### src/rtl/fifo_ctrl_1r1w_pkg.sv
// Shared state encoding for the 1R1W FIFO controller and its pointer counters.
package fifo_ctrl_1r1w_pkg;

    localparam int STATE_W = 1;

    typedef enum logic [STATE_W-1:0] {
        S_INIT = 1'b0,
        S_RUN  = 1'b1
    } state_t;

endpackage

### src/rtl/fifo_ctrl_1r1w_ptr_wrap_cnt.sv
// Modulo-DEPTH counter used for FIFO pointers and the init sweep address.
// Latency: value updates one cycle after inc/clr; last is combinational from value.
// Backpressure: none; clr overrides inc, rst overrides both.
module ptr_wrap_cnt #(
    parameter int WIDTH = 8,
    parameter int DEPTH = 256
) (
    input  logic             clk,
    input  logic             rst,
    input  logic             inc,
    input  logic             clr,
    output logic [WIDTH-1:0] value,
    output logic             last
);

    localparam logic [WIDTH-1:0] LAST_VAL = WIDTH'(DEPTH - 1);
    localparam logic [WIDTH-1:0] ONE      = WIDTH'(1);

    assign last = (value == LAST_VAL);

    // Explicit wrap at DEPTH-1 so non-power-of-two depths never touch unused addresses.
    always_ff @(posedge clk) begin
        if (rst || clr) begin
            value <= '0;
        end else if (inc) begin
            value <= last ? '0 : value + ONE;
        end
    end

endmodule

### src/rtl/fifo_ctrl_1r1w.sv
// Circular-buffer FIFO controller for an external 1R1W memory; zero-fills memory after reset.
// Latency: push writes same cycle; pop_valid/pop_data one cycle after an accepted pop.
// Backpressure: push dropped while full or not ready; pop dropped while empty. Optional FIFO_CTRL_ERR_FLAG_EN adds sticky ovf/unf.
module fifo_ctrl_1r1w
    import fifo_ctrl_1r1w_pkg::*;
#(
    parameter int ADDR_WIDTH = 8,
    parameter int MEM_DEPTH  = 256,
    parameter int WORD_BYTES = 8
) (
    input  logic                    clk,
    input  logic                    rst,
    input  logic                    push,
    input  logic [8*WORD_BYTES-1:0] push_data,
    input  logic                    pop,
    input  logic                    flush,
    output logic [8*WORD_BYTES-1:0] pop_data,
    output logic                    pop_valid,
    output logic                    ready,
    output logic                    full,
    output logic                    empty,
    output logic [ADDR_WIDTH:0]     count,
`ifdef FIFO_CTRL_ERR_FLAG_EN
    output logic                    ovf,
    output logic                    unf,
`endif
    output logic                    mem_re,
    output logic [ADDR_WIDTH-1:0]   mem_rd_addr,
    input  logic [8*WORD_BYTES-1:0] mem_rd_data,
    output logic                    mem_we,
    output logic [ADDR_WIDTH-1:0]   mem_wr_addr,
    output logic [8*WORD_BYTES-1:0] mem_wr_data,
    output logic [WORD_BYTES-1:0]   mem_be
);

    localparam int                CNT_W     = ADDR_WIDTH + 1;
    localparam logic [CNT_W-1:0]  DEPTH_CNT = CNT_W'(MEM_DEPTH);
    localparam logic [CNT_W-1:0]  CNT_ONE   = CNT_W'(1);

    state_t                  state;
    state_t                  state_nxt;
    logic                    run;
    logic                    init_inc;
    logic                    init_last;
    logic                    push_acc;
    logic                    pop_acc;
    logic                    flush_acc;
    logic                    full_int;
    logic                    empty_int;
    logic                    pop_valid_q;
    logic [CNT_W-1:0]        cnt_q;
    logic [ADDR_WIDTH-1:0]   wr_ptr;
    logic [ADDR_WIDTH-1:0]   rd_ptr;
    logic [ADDR_WIDTH-1:0]   init_addr;
    logic                    wr_last_unused;
    logic                    rd_last_unused;

    always_ff @(posedge clk) begin
        if (rst) begin
            state <= S_INIT;
        end else begin
            state <= state_nxt;
        end
    end

    always_comb begin
        state_nxt = state;
        run       = 1'b0;
        init_inc  = 1'b0;
        case (state)
            S_INIT: begin
                init_inc = !rst;
                if (init_last) begin
                    state_nxt = S_RUN;
                end
            end
            S_RUN: begin
                run = !rst;
            end
            default: begin
                state_nxt = S_INIT;
            end
        endcase
    end

    // Status comes only from the registered count, so push/pop never reach full/empty.
    assign full_int  = (cnt_q == DEPTH_CNT);
    assign empty_int = (cnt_q == '0);

    // Flush wins over both requests; full/empty rules make simultaneous R/W of one address impossible.
    assign flush_acc = run && flush;
    assign push_acc  = run && !flush && push && !full_int;
    assign pop_acc   = run && !flush && pop && !empty_int;

    ptr_wrap_cnt #(
        .WIDTH (ADDR_WIDTH),
        .DEPTH (MEM_DEPTH)
    ) u_init_cnt (
        .clk   (clk),
        .rst   (rst),
        .inc   (init_inc),
        .clr   (1'b0),
        .value (init_addr),
        .last  (init_last)
    );

    ptr_wrap_cnt #(
        .WIDTH (ADDR_WIDTH),
        .DEPTH (MEM_DEPTH)
    ) u_wr_ptr (
        .clk   (clk),
        .rst   (rst),
        .inc   (push_acc),
        .clr   (flush_acc),
        .value (wr_ptr),
        .last  (wr_last_unused)
    );

    ptr_wrap_cnt #(
        .WIDTH (ADDR_WIDTH),
        .DEPTH (MEM_DEPTH)
    ) u_rd_ptr (
        .clk   (clk),
        .rst   (rst),
        .inc   (pop_acc),
        .clr   (flush_acc),
        .value (rd_ptr),
        .last  (rd_last_unused)
    );

    always_ff @(posedge clk) begin
        if (rst || flush_acc) begin
            cnt_q <= '0;
        end else if (push_acc && !pop_acc) begin
            cnt_q <= cnt_q + CNT_ONE;
        end else if (pop_acc && !push_acc) begin
            cnt_q <= cnt_q - CNT_ONE;
        end
    end

    // Not cleared by flush: a pop accepted just before a flush still delivers its word.
    always_ff @(posedge clk) begin
        if (rst) begin
            pop_valid_q <= 1'b0;
        end else begin
            pop_valid_q <= pop_acc;
        end
    end

    always_comb begin
        mem_we      = 1'b0;
        mem_wr_addr = '0;
        mem_wr_data = '0;
        mem_be      = '0;
        if (!rst) begin
            if (state == S_INIT) begin
                mem_we      = 1'b1;
                mem_wr_addr = init_addr;
                mem_be      = '1;
            end else if (push_acc) begin
                mem_we      = 1'b1;
                mem_wr_addr = wr_ptr;
                mem_wr_data = push_data;
                mem_be      = '1;
            end
        end
    end

    assign mem_re      = pop_acc;
    assign mem_rd_addr = rd_ptr;
    assign pop_data    = mem_rd_data;

    // Outputs are forced to their idle values for the whole reset cycle, not just after it.
    assign pop_valid = pop_valid_q && !rst;
    assign ready     = run;
    assign full      = full_int && !rst;
    assign empty     = empty_int || rst;
    assign count     = rst ? '0 : cnt_q;

`ifdef FIFO_CTRL_ERR_FLAG_EN
    logic ovf_q;
    logic unf_q;

    always_ff @(posedge clk) begin
        if (rst || flush_acc) begin
            ovf_q <= 1'b0;
            unf_q <= 1'b0;
        end else begin
            if (run && push && full_int) begin
                ovf_q <= 1'b1;
            end
            if (run && pop && empty_int) begin
                unf_q <= 1'b1;
            end
        end
    end

    assign ovf = ovf_q;
    assign unf = unf_q;
`endif

endmodule

### config.mk
export PLATFORM = sky130hd
export DESIGN_NAME = fifo_ctrl_1r1w
export DESIGN_NICKNAME = d
export VERILOG_FILES = /design/src/rtl/fifo_ctrl_1r1w_pkg.sv /design/src/rtl/fifo_ctrl_1r1w_ptr_wrap_cnt.sv /design/src/rtl/fifo_ctrl_1r1w.sv
export SDC_FILE = /design/constraint.sdc
export NUM_CORES = 1
export LEC_CHECK = 0
export CORE_AREA = 4 4 114 116
export DETAILED_ROUTE_END_ITERATION = 10
export DIE_AREA = 0 0 118 120
export PLACE_DENSITY = 0.78
export SLEW_MARGIN = 20
export SYNTH_ARGS = -nofsm -noshare
export SYNTH_HDL_FRONTEND = slang
export SYNTH_SLANG_ARGS = --single-unit
### constraint.sdc
create_clock -name clk -period 3.8 [get_ports clk]
set_input_delay 0.76 -clock clk [delete_from_list [all_inputs] [get_ports clk]]
set_output_delay 0.76 -clock clk [all_outputs]
set_load 0.02 [all_outputs]
==> results by stage, run 1 <==
Run status:
- The flow ran to the end, and the final reports show no timing, DRC or antenna violations.

Placed design:
- At the placement stage, the worst setup path has a slack of 0.121 ns.
- The total of buffers placed on input and output ports is 171.
- The placed instance count is 627.
- The cell area reported after detailed placement is around 0.0044 sq mm.
- The congestion estimate from routability-driven global placement came to roughly 0.90.
- The HPWL after detailed placement is 9040 microns.

Route:
- The detailed-routing iteration count for the pre-antenna-repair pass is 4.
- The count of nets left with antenna violations once routing finished came out at 0.
- In the final routed layout, each cell accounts on average for ~17 microns.
- The average vias per placed instance is 4.61.
- For this block, the routed nets add up to ~11000 microns of wire.
- The post-route DRC violation count is 0.
- For this block, the via count after detailed routing is 2926.
- The initial DRC count is 140.

Yosys:
- The portion of the post-synthesis area used by sequential elements is 0.228.
- The most used flip-flop cell after synthesis is dfxtp_1.
- The summed instance area of the synthesized netlist is 0.00307 sq mm.
- The net count after synthesis is 537.
- After synthesis, the netlist uses 42 different library cells.
- In the synthesized netlist the async set-or-reset flop fraction comes to 0.
- The main combinational cell family by area after synthesis is simple AND/OR/NAND/NOR gates.
- Sorting the synthesized cells by area gives the leading types as dfxtp_1 23%, buf_4 18%, and2_1 13%.
- The area fraction in compound gates after synthesis is 0.113.
- Yosys printed 0 warnings.
- Of the total synthesized cell area, the portion taken by AND, OR, NAND and NOR gates is 0.311.
- Synthesis inferred 35 register bits.
- The share of synthesized area spent on multiplexers is 0.0391.
- By count the netlist is led by 73 x buf_4, 65 x and2_1, 40 x nor2_1.
- A synthesized cell averages 7.83 sq um.
- The leading cell type by number of instances after synthesis is buf_4.
- Synthesis produced a netlist whose cell count is 392.
- The share of synthesized area in the top cell type comes to 0.228.
- Counting flops with a built-in enable in the synthesized netlist gives 0.
- Of the total synthesized cell area, the portion taken by XOR and XNOR cells is 0.0456.
- Of the total synthesized cell area, the portion taken by full adders, half adders and majority gates is 0.0513.
- The cell type with the largest total area after synthesis is dfxtp_1.

Global routing:
- The number of antenna violations at the first check in global routing is 0.
- The first-pass GRT wire length is between 15000 and 20000 microns.
- The number of global-route vias before repair is 3060.
- The total grt overflow is 0.
- Entering global routing, the biggest net connects 42 pins.
- The peak-usage layer in the global routing report is met2.
- The total track usage is 0.145.
- For this run, global-route usage on met3 was measured as 0.0693.
- The met2 track demand over resource is 0.232.
- The fraction of met1 tracks used by global routing is 0.170.

Power:
- The largest voltage drop on the vdd net is 0.000139 V.
- The fraction of power consumed by the clock network is 0.459.
- The cell-internal power is roughly 730 uW.
- Of the total power, registers draw 0.405.
- The net switching power is 191 uW.
- For this design the ratio of total power to cell area is 200 mW/mm^2.
- The leakage power of the design is 1.80 nW.
- The proportion of total power due to net switching is 0.207.
- The combinational share of power is 0.136.
- The design draws 922 uW.

Setup path:
- The nature of the critical path startpoint is a primary input.
- The endpoint identified for the worst register-to-register timing path is cnt_q[8]$_SDFFE_PP0P_.
- The critical path required time is 3.04 ns.
- STA classifies the critical path endpoint as an output pin.
- Setup slack on the worst reg-to-reg path comes out at ~0.83 ns.
- For the worst flop-to-flop path, the logic depth is 11.
- Tracing the worst setup path back leads to its startpoint at flush.
- The critical path in this run is classified as primary input to output pin.
- The worst endpoint data arrival time is 2.90 ns.
- Along the worst path, the maximum fanout reaches 41.
- The worst setup path endpoint is mem_wr_data[42].
- The launch point of the worst reg-to-reg path is cnt_q[5]$_SDFFE_PP0P_.

Timing:
- At the pin with the least slew margin, the transition time is between 0.8 and 0.9 ns.
- Across all setup checks in the final design, the least slack found is 0.139 ns.
- Counting I/O delays and the setup requirement, the final critical path takes between 3 and 4 ns.
- The tightest slew margin relative to the limit is 0.439.
- Setup repair after global routing left no endpoint under its margin.
- The maximum clock frequency is 273 MHz.
- The total negative setup slack is 0 ns.
- The worst clock skew is between 0.005 and 0.006 ns.
- The final-report setup violation count is 0.
- Of the available clock period, the critical path in the final layout requires 0.963.
- The number of hold-slack violations in the final timing report was 0.
- The final worst hold slack is 0.503 ns.
- The number of max-slew violations in the final report is 0.

CTS:
- Clock-pin slew was measured on the worst setup and hold paths at ~0.05 ns.
- TritonCTS built the clock tree.
- CTS built an H-tree with a depth of 2.
- The number of buffers on the longest clock path is 2.
- The number of gates resized after cts is 0.
- Clock tree synthesis selected as its root buffer the cell clkbuf_16.
- TritonCTS created 5 clock buffers.
- The post-CTS repair timing setup buffer count is 0.
- In this run, post-CTS hold repair placed 0 buffers.
- The number of sinks handled by clock tree synthesis is 35.
- The clock latency at the later pin of the worst-skew pair is 0.27 ns.

Die:
- The initial utilization of the core area, before any placement, comes to 0.258.
- The initialized floorplan defines 40 standard-cell rows.
- The count of boundary I/O pins is 300.
- The overall die height is 120 microns.
- The die covers 0.0142 sq mm.
- The floorplan step defined a core boundary enclosing ~0.012 sq mm.
- The die width is 118 microns.

Layout:
- At the end of the flow the core is filled with cells to 0.386.
- At the end of the flow, the number of nets in the layout was approximately 630.
- From synthesis to final layout, the design area changed by 49.9%.
- After routing the design area is 0.00460 sq mm.
- In the final layout, the share of cells above drive strength 1 is 0.0594.
- After the flow finishes, the layout carries non-filler instances totaling 635.
- 0 antenna diodes ended up in the layout.

Run:
- The count of max-cap constraint violations is 0.

Hold path:
- The worst min-delay path category is flip-flop to flip-flop.
placed cells by master (no fill, tap or decap), types with 2 or more instances in the layout:
cell / n
a22o_1: 8
mux2i_1: 12
clkbuf_16: 5
buf_4: 12
nand4_1: 7
a31oi_1: 4
and2_1: 65
o31ai_1: 4
nor2b_1: 9
ha_1: 11
a21oi_1: 17
inv_1: 7
clkdlybuf4s50_1: 165
nor4_4: 2
nand2_1: 20
nor2_1: 40
buf_12: 3
nand3_1: 7
clkbuf_8: 2
a311oi_1: 2
dfxtp_1: 35
o21ai_0: 3
o211ai_1: 3
a21o_1: 3
xnor2_1: 5
a31oi_4: 2
xor2_1: 11
and3_1: 6
nor3_1: 3
registers in the layout, summed over array words and instances, names as in the netlist:
name,count
u_init_cnt.value,8
u_wr_ptr.value,8
state,1
cnt_q,9
pop_valid_q,1
u_rd_ptr.value,8
final cells by class:
class / instances / area [sq um]
Fill cell: 1193 / 7310
Timing Repair Buffer: 180 / 1800
Multi-Input combinational cell: 258 / 1730
Sequential cell: 35 / 701
Tap cell: 147 / 184
Clock buffer: 8 / 156
Inverter: 7 / 26.3
power by group through the flow:
stage               Clock [mW]  Sequential [mW]  Combinational, mW
CTS                      0.435            0.373              0.128
finish                   0.423            0.374              0.126
global route             0.452            0.374              0.134
detailed placement           0            0.381              0.127
floorplan                    0            0.381              0.134
global placement             0            0.381              0.126
routing by layer:
| metal | wire, microns | vias up | part of all wire |
|---|---|---|---|
| met5 | 0 | - | 0 |
| met4 | 261 | 0 | 0.024 |
| met3 | 1250 | 31 | 0.12 |
| met2 | 4960 | 162 | 0.47 |
| met1 | 4190 | 1312 | 0.39 |
| li1 | - | 1421 | - |
critical path, stage by stage:
cell and delay [ns]:
clkdlybuf4s50_1 0.46, nand4bb_1 0.26, a31oi_4 0.21, buf_12 0.21, buf_12 0.18, and2_1 0.15, clkdlybuf4s50_1 0.64
logic make-up after synthesis:
group,Yosys count
AO/OA/AOI/OAI,50
XOR/XNOR,16
adder cells (fa/ha/maj),12
buffers and inverters,99
flip-flops,35
multiplexers,12
AND/OR/NAND/NOR,168
worst min-delay path by stage:
stage / cells past startpoint / end / slack [ns] / startpoint
5_1_grt: 1 / u_rd_ptr.value[6]$_SDFFE_PP0P_ / 0.52 / u_rd_ptr.value[6]$_SDFFE_PP0P_
3_3_place_gp: 1 / u_rd_ptr.value[6]$_SDFFE_PP0P_ / 0.49 / u_rd_ptr.value[6]$_SDFFE_PP0P_
3_5_place_dp: 1 / u_rd_ptr.value[6]$_SDFFE_PP0P_ / 0.50 / u_rd_ptr.value[6]$_SDFFE_PP0P_
4_1_cts: 1 / u_rd_ptr.value[6]$_SDFFE_PP0P_ / 0.51 / u_rd_ptr.value[6]$_SDFFE_PP0P_
6_report: 1 / u_rd_ptr.value[6]$_SDFFE_PP0P_ / 0.50 / u_rd_ptr.value[6]$_SDFFE_PP0P_
2_1_floorplan: 1 / u_wr_ptr.value[7]$_SDFFE_PP0N_ / 0.46 / u_wr_ptr.value[7]$_SDFFE_PP0N_
Note: power is estimated with default switching activity, not from simulation.
==> run 2, diff against run 1 <==
Settings changed: SLEW_MARGIN 20 to default.
==> results of run 2 <==
Same layout as run 1: the final DEF is identical, and so are final timing and power.
==> edit 1: new RTL, config.mk and constraints of run 1 <==
Add a define of `FIFO_CTRL_ERR_FLAG_EN`.
--- a/src/rtl/fifo_ctrl_1r1w.sv
+++ b/src/rtl/fifo_ctrl_1r1w.sv
@@ -1,6 +1,8 @@
 // Circular-buffer FIFO controller for an external 1R1W memory; zero-fills memory after reset.
 // Latency: push writes same cycle; pop_valid/pop_data one cycle after an accepted pop.
 // Backpressure: push dropped while full or not ready; pop dropped while empty. Optional FIFO_CTRL_ERR_FLAG_EN adds sticky ovf/unf.
+`define FIFO_CTRL_ERR_FLAG_EN
+
 module fifo_ctrl_1r1w
     import fifo_ctrl_1r1w_pkg::*;
 #(
Formal check against the unedited RTL (old outputs only; new: ovf and unf): equivalent (equiv_simple and equiv_induct, registers matched by name and starting in step).
==> edit 1 against run 1 <==
  * Final area is 4.1% higher
  * Sequential cell count is 2 higher
  * Area after synthesis is 0.49% higher
  * Die area stayed put
  * Setup slack better by 0.0028 ns
  * Wire length is 7.2% higher
  * Critical path depth stayed put
  * Total power hardly changed
  * Clock skew is 0.0033 ns lower
  * Synthesized cell count is 1.8% higher
  * Sequential share of layout area is 0.24 points higher
  * Final cell count is 5.2% higher
  * Sequential power is 5.6% higher
  * Largest cell class unchanged
  * Highest routed layer is now met5
==> edit 1: results (changes against run 1) <==
Placement
  • IO buf count: 173 (+1.2%)
  • Placer Congestion: 0.899 (-0.31%)
  • Pre-CTS WS: -0.0215 ns (-0.143 ns)
  • Hpwl dp: 9660 µm (+6.8%)

Timing
  • Fin crit share: 0.963 (about the same)
  • Slew HR: 0.536 (+0.0965)
  • Worst Skew: 0.00267 ns (-0.00328 ns)
  • WHS: 0.495 ns (-0.00737 ns)

Logic synthesis
  • Synth warn: 0 (unchanged)
  • Post-synthesis net count: 544 (+1.3%)
  • Post-Synth Adder-Cell Area: 0.0511 (-0.000250)
  • Register area share after synthesis: 0.240 (+0.0119)
  • Ranking of synthesized cells by area: dfxtp_1, buf_4, and2_1
  • Multiplexer share of the synthesized area: 0.0361 (-0.00303)
  • Most frequent cells after synthesis: buf_4, and2_1, nor2_1, dfxtp_1, a21oi_1
  • Post-synthesis compound-gate area fraction: 0.124 (+0.0104)
  • Post-synthesis xor/xnor area fraction: 0.0341 (-0.0116)
  • Yosys cell types: 44 (+4.8%)

Drt
  • Starting DRT DRC Count: 115 (-18%)
  • Routed length on met3: 1230 µm (-1.6%)
  • Top routing layer used: met5
  • Routed vias/inst: 4.70 (+1.9%)
  • Met2 wire len: 5180 µm (+4.4%)
  • WL met1: 4700 µm (+12%)
  • Drt wl/cell: 17.1 µm (+1.9%)

Final layout
  • Share of cells above drive strength 1: 0.0940 (+0.0346)
  • Final #Nets: 665 (+5.2%)
  • Top reg by flops: cnt_q
  • FILL cells: 1216 (+1.9%)

Critical path
  • Critical path's largest stage delay: 0.61 ns (-0.03 ns)
  • Beginning of the critical path: rst
  • Reg2reg setup slack: 0.69 ns (-0.14 ns)
  • End of the critical path: mem_wr_data[29]
  • Worst R2R Path Depth: 12 (+1)
  • Worst-path maximum fanout: 23 (-44%)
  • CP max stage cell: clkdlybuf4s50_1

Clock network
  • CTS Root Cell: clkbuf_16
  • Clock tree buffer depth: 2 (unchanged)

Worst hold path
  • Hold Path Depth: 2 (+1)
  • WHS Endpoint: unf$_SDFFE_PP0P_
  • Hold Crit Start: unf$_SDFFE_PP0P_

Global routing
  • GR Util All Layers: 0.154 (+0.00901)
  • First-pass GRT wire length: 17700 µm (+8.8%)
  • Pin count of the biggest net entering global routing: 38 (-9.5%)
  • Initial antenna violation count: 2 (+2)
  • Vias in the first global route: 3184 (+4.1%)

Pwr
  • Leakage: 1.94 nW (+7.7%)
  • VDD IR-drop max: 0.000209 V (+50%)

Run status
  • Outcome: completed
[edit 1: cell count changes after synthesis, sizes merged, moves of 3 or more]
cell and delta:
nor3 +3, nand3 +3, o21ai +3, buf -4, nand2 -3, xnor2 -3
clkbuf +3
[edit 1: cell type report]
| type | count | share of cell area |
|---|---|---|
| inverters | 7 | 0.00548 |
| clock buffers | 6 | 0.0269 |
| flip-flops and latches | 37 | 0.155 |
| repair buffers | 205 | 0.417 |
| well taps | 147 | 0.0384 |
| multi-input cells | 264 | 0.355 |
| clock inverters | 2 | 0.00209 |
[edit 1: per-layer routing]
metal | track usage | vias up
met5 | 0 | -
met4 | 0.0410 | 4
met3 | 0.0759 | 35
met2 | 0.254 | 172
met1 | 0.179 | 1417
li1 | - | 1509
[edit 1: what timing repair did]
action                     in CTS  in global routing
setup endpoints to repair      23                 44
cloned                          0                  0
setup buffers                   0                  4
gates resized for setup         2                  1
pin swaps                       0                  1
[edit 1: through the flow]
| step | area (µm²) | utilization | instances | setup TNS, ns | power [mW] |
|---|---|---|---|---|---|
| 4_1_cts | 4750 | 0.399 | 664 | -0.000676 | 0.938 |
| 5_1_grt | 4790 | 0.402 | 668 | 0 | 0.964 |
| 6_report | 4790 | 0.402 | 668 | 0 | 0.922 |
| 3_3_place_gp | 4600 | 0.386 | 656 | 0 | 0.528 |
| 2_1_floorplan | 3090 | - | 399 | 0 | 0.536 |
| 3_5_place_dp | 4600 | 0.386 | 656 | -0.166 | 0.529 |
[edit 1: power by group]
| group | internal, mW | switching, mW | total (mW) |
|---|---|---|---|
| sequential | 0.391 | 0.00393 | 0.395 |
| clock | 0.241 | 0.162 | 0.403 |
| combinational | 0.0827 | 0.0416 | 0.124 |
| total | 0.715 | 0.207 | 0.922 |
==> edit 2: new RTL, flow settings as in run 1 <==
Made on the original files. Register the output `count`, cleared by the reset; this adds one clock of latency there. The other outputs are not delayed to match. Comments in the files are not updated.
--- a/src/rtl/fifo_ctrl_1r1w.sv
+++ b/src/rtl/fifo_ctrl_1r1w.sv
@@ -175,7 +175,13 @@
     assign ready     = run;
     assign full      = full_int && !rst;
     assign empty     = empty_int || rst;
-    assign count     = rst ? '0 : cnt_q;
+    always_ff @(posedge clk) begin
+        if (rst) begin
+            count <= '0;
+        end else begin
+            count <= rst ? '0 : cnt_q;
+        end
+    end
 
 `ifdef FIFO_CTRL_ERR_FLAG_EN
     logic ovf_q;
Check against the original RTL: same outputs for any inputs over 10 cycles, from zero or initial values and one cycle with rst high; that may be too few to reach the edited logic, so the function may still have changed.
==> edit 2 against run 1 <==
  * Register-to-register slack got worse by 0.11 ns
  * Non-clock buffer count unchanged
  * Setup slack gained 0.0088 ns
  * Sequential share of layout area grew 3.1 points
  * Sequential cell count is 9 higher
  * Global-route usage fell by 0.39 points
  * Count of clock-buffer cells in the layout down 2
  * Total power is 19% higher
  * Area after synthesis up 5.4%
  * Final area grew 4.3%
  * Combinational power is 4% lower
  * Sequential power up 25%
  * Wire length is essentially flat
  * Critical path type unchanged
==> edit 2: results (changes against run 1) <==
Run status
  • Outcome: completed

Global routing
  • Initial antenna violation count: 0 (unchanged)
  • First-pass GRT wire length: 16200 µm (-0.81%)
  • GR Util All Layers: 0.141 (-0.00394)
  • Pin count of the biggest net entering global routing: 59 (+40%)
  • Grt met2 use: 0.257 (+0.0252)
  • Vias in the first global route: 3093 (+1.1%)
  • Grt met1 use: 0.151 (-0.0199)
  • M3 GR Usage: 0.0547 (-0.0146)

Placement
  • IO buf count: 171 (unchanged)
  • Hpwl dp: 8710 µm (-3.7%)
  • Placer Congestion: 0.838 (-7.1%)

Logic synthesis
  • Register area share after synthesis: 0.272 (+0.0439)
  • Multiplexer share of the synthesized area: 0.0220 (-0.0171)
  • Post-Synth Adder-Cell Area: 0.0487 (-0.00264)
  • Post-synthesis net count: 559 (+4.1%)
  • Yosys cell types: 50 (+19%)
  • Post-synthesis xor/xnor area fraction: 0.0325 (-0.0132)
  • Most frequent cells after synthesis: buf_4, and2_1, dfxtp_1, nor2_1, nand2_1
  • Post-synthesis compound-gate area fraction: 0.111 (-0.00273)
  • Ranking of synthesized cells by area: dfxtp_1, buf_4, and2_1
  • Async SR Flop Fraction: 0 (unchanged)

Pwr
  • Tot Pwr: 1.10 mW (+19%)
  • P_clk: 0.513 mW (+21%)
  • Leakage: 1.82 nW (+1.5%)
  • Cell internal pwr: 0.874 mW (+20%)
  • VDD IR-drop max: 0.000128 V (-8.0%)
  • P_seq: 0.467 mW (+25%)

Drt
  • Routed vias/inst: 4.68 (+1.6%)
  • Drt wl/cell: 16.2 µm (-3.5%)
  • 1st-pass router iterations: 5 (+1)
  • Starting DRT DRC Count: 118 (-16%)
  • Met2 wire len: 5490 µm (+11%)
  • WL met1: 4180 µm (-0.33%)
  • Routed length on met3: 801 µm (-36%)

Critical path
  • Worst r2r dst: cnt_q[8]$_SDFFE_PP0P_
  • Reg2reg setup slack: 0.72 ns (-0.11 ns)
  • Worst R2R Path Depth: 10 (-1)
  • Worst-path maximum fanout: 58 (+41%)
  • R2r startpoint: cnt_q[4]$_SDFFE_PP0P_
  • Critical path's largest stage delay: 0.63 ns
  • CP delay by family, top: buffers and inverters

Timing
  • Worst Skew: 0.00521 ns (-0.000736 ns)
  • Actual slew at the worst max-slew pin: 0.723 ns (-0.118 ns)

Worst hold path
  • Hold Crit Start: u_rd_ptr.value[1]$_SDFFE_PP0P_
  • Hold Path Depth: 2 (+1)
  • WHS Endpoint: u_rd_ptr.value[1]$_SDFFE_PP0P_

Clock network
  • CTS clock-pin slew for the worst setup and hold paths: 0.06 ns
  • Clock tree buffer depth: 2 (unchanged)
  • Clk_lat worst skew: 0.29 ns (+0.02 ns)
  • CTS Root Cell: clkbuf_16
  • H-tree Lvls: 2 (unchanged)

Run
  • Max-Cap Viols: 0 (unchanged)

Final layout
  • Share of cells above drive strength 1: 0.0568 (-0.00267)
  • Final #Nets: 655 (+3.6%)
  • FILL cells: 1199 (+0.50%)
==> edit 2: changes by cell type in the layout (fill, tap and decap cells not counted), moves of 5 or more <==
| cell | before | now |
|---|---|---|
| dfxtp_1 | 35 | 44 |
| mux2i_1 | 12 | 6 |
| nand2_1 | 20 | 25 |
| nand3_1 | 7 | 14 |
| nor2_1 | 40 | 32 |
| nor3_1 | 3 | 9 |
| o21ai_0 | 3 | 14 |
==> edit 2: worst max path at each step <==
stage	endpoint	from	cells after the start	slack, ns
after floorplan	cnt_q[6]$_SDFFE_PP0P_	flush	12	0.59
after global placement	mem_be[7]	flush	6	0.17
after detailed placement	mem_we	flush	6	0.12
after CTS	mem_we	flush	6	0.12
after global routing	mem_be[1]	flush	6	0.01
final	mem_be[1]	flush	6	0.15
==> edit 2: stage by stage <==
stage | utilization | std cells | setup slack, ns | hold WS [ns] | cell area [µm²]
after floorplan | - | 414 | 0.586 | 0.466 | 3240
final | 0.403 | 658 | 0.148 | 0.504 | 4800
after global routing | 0.403 | 658 | 0.00974 | 0.547 | 4800
after detailed placement | 0.388 | 650 | 0.121 | 0.499 | 4620
after CTS | 0.403 | 658 | 0.123 | 0.511 | 4800
after global placement | 0.388 | 650 | 0.172 | 0.472 | 4620
==> edit 2: final cells by class <==
| class | instances | area, µm² | area share |
|---|---|---|---|
| Clock buffer | 6 | 139 | 0.0289 |
| Multi-Input combinational cell | 268 | 1710 | 0.356 |
| Timing Repair Buffer | 180 | 1800 | 0.376 |
| Sequential cell | 44 | 881 | 0.183 |
| Tap cell | 147 | 184 | 0.0383 |
| Clock inverter | 2 | 38.8 | 0.00808 |
| Inverter | 11 | 43.8 | 0.00912 |
==> edit 2: timing repair <==
action	4_1_cts	5_1_grt
resized for setup	0	1
setup endpoints to repair	0	1
hold buffers	0	0
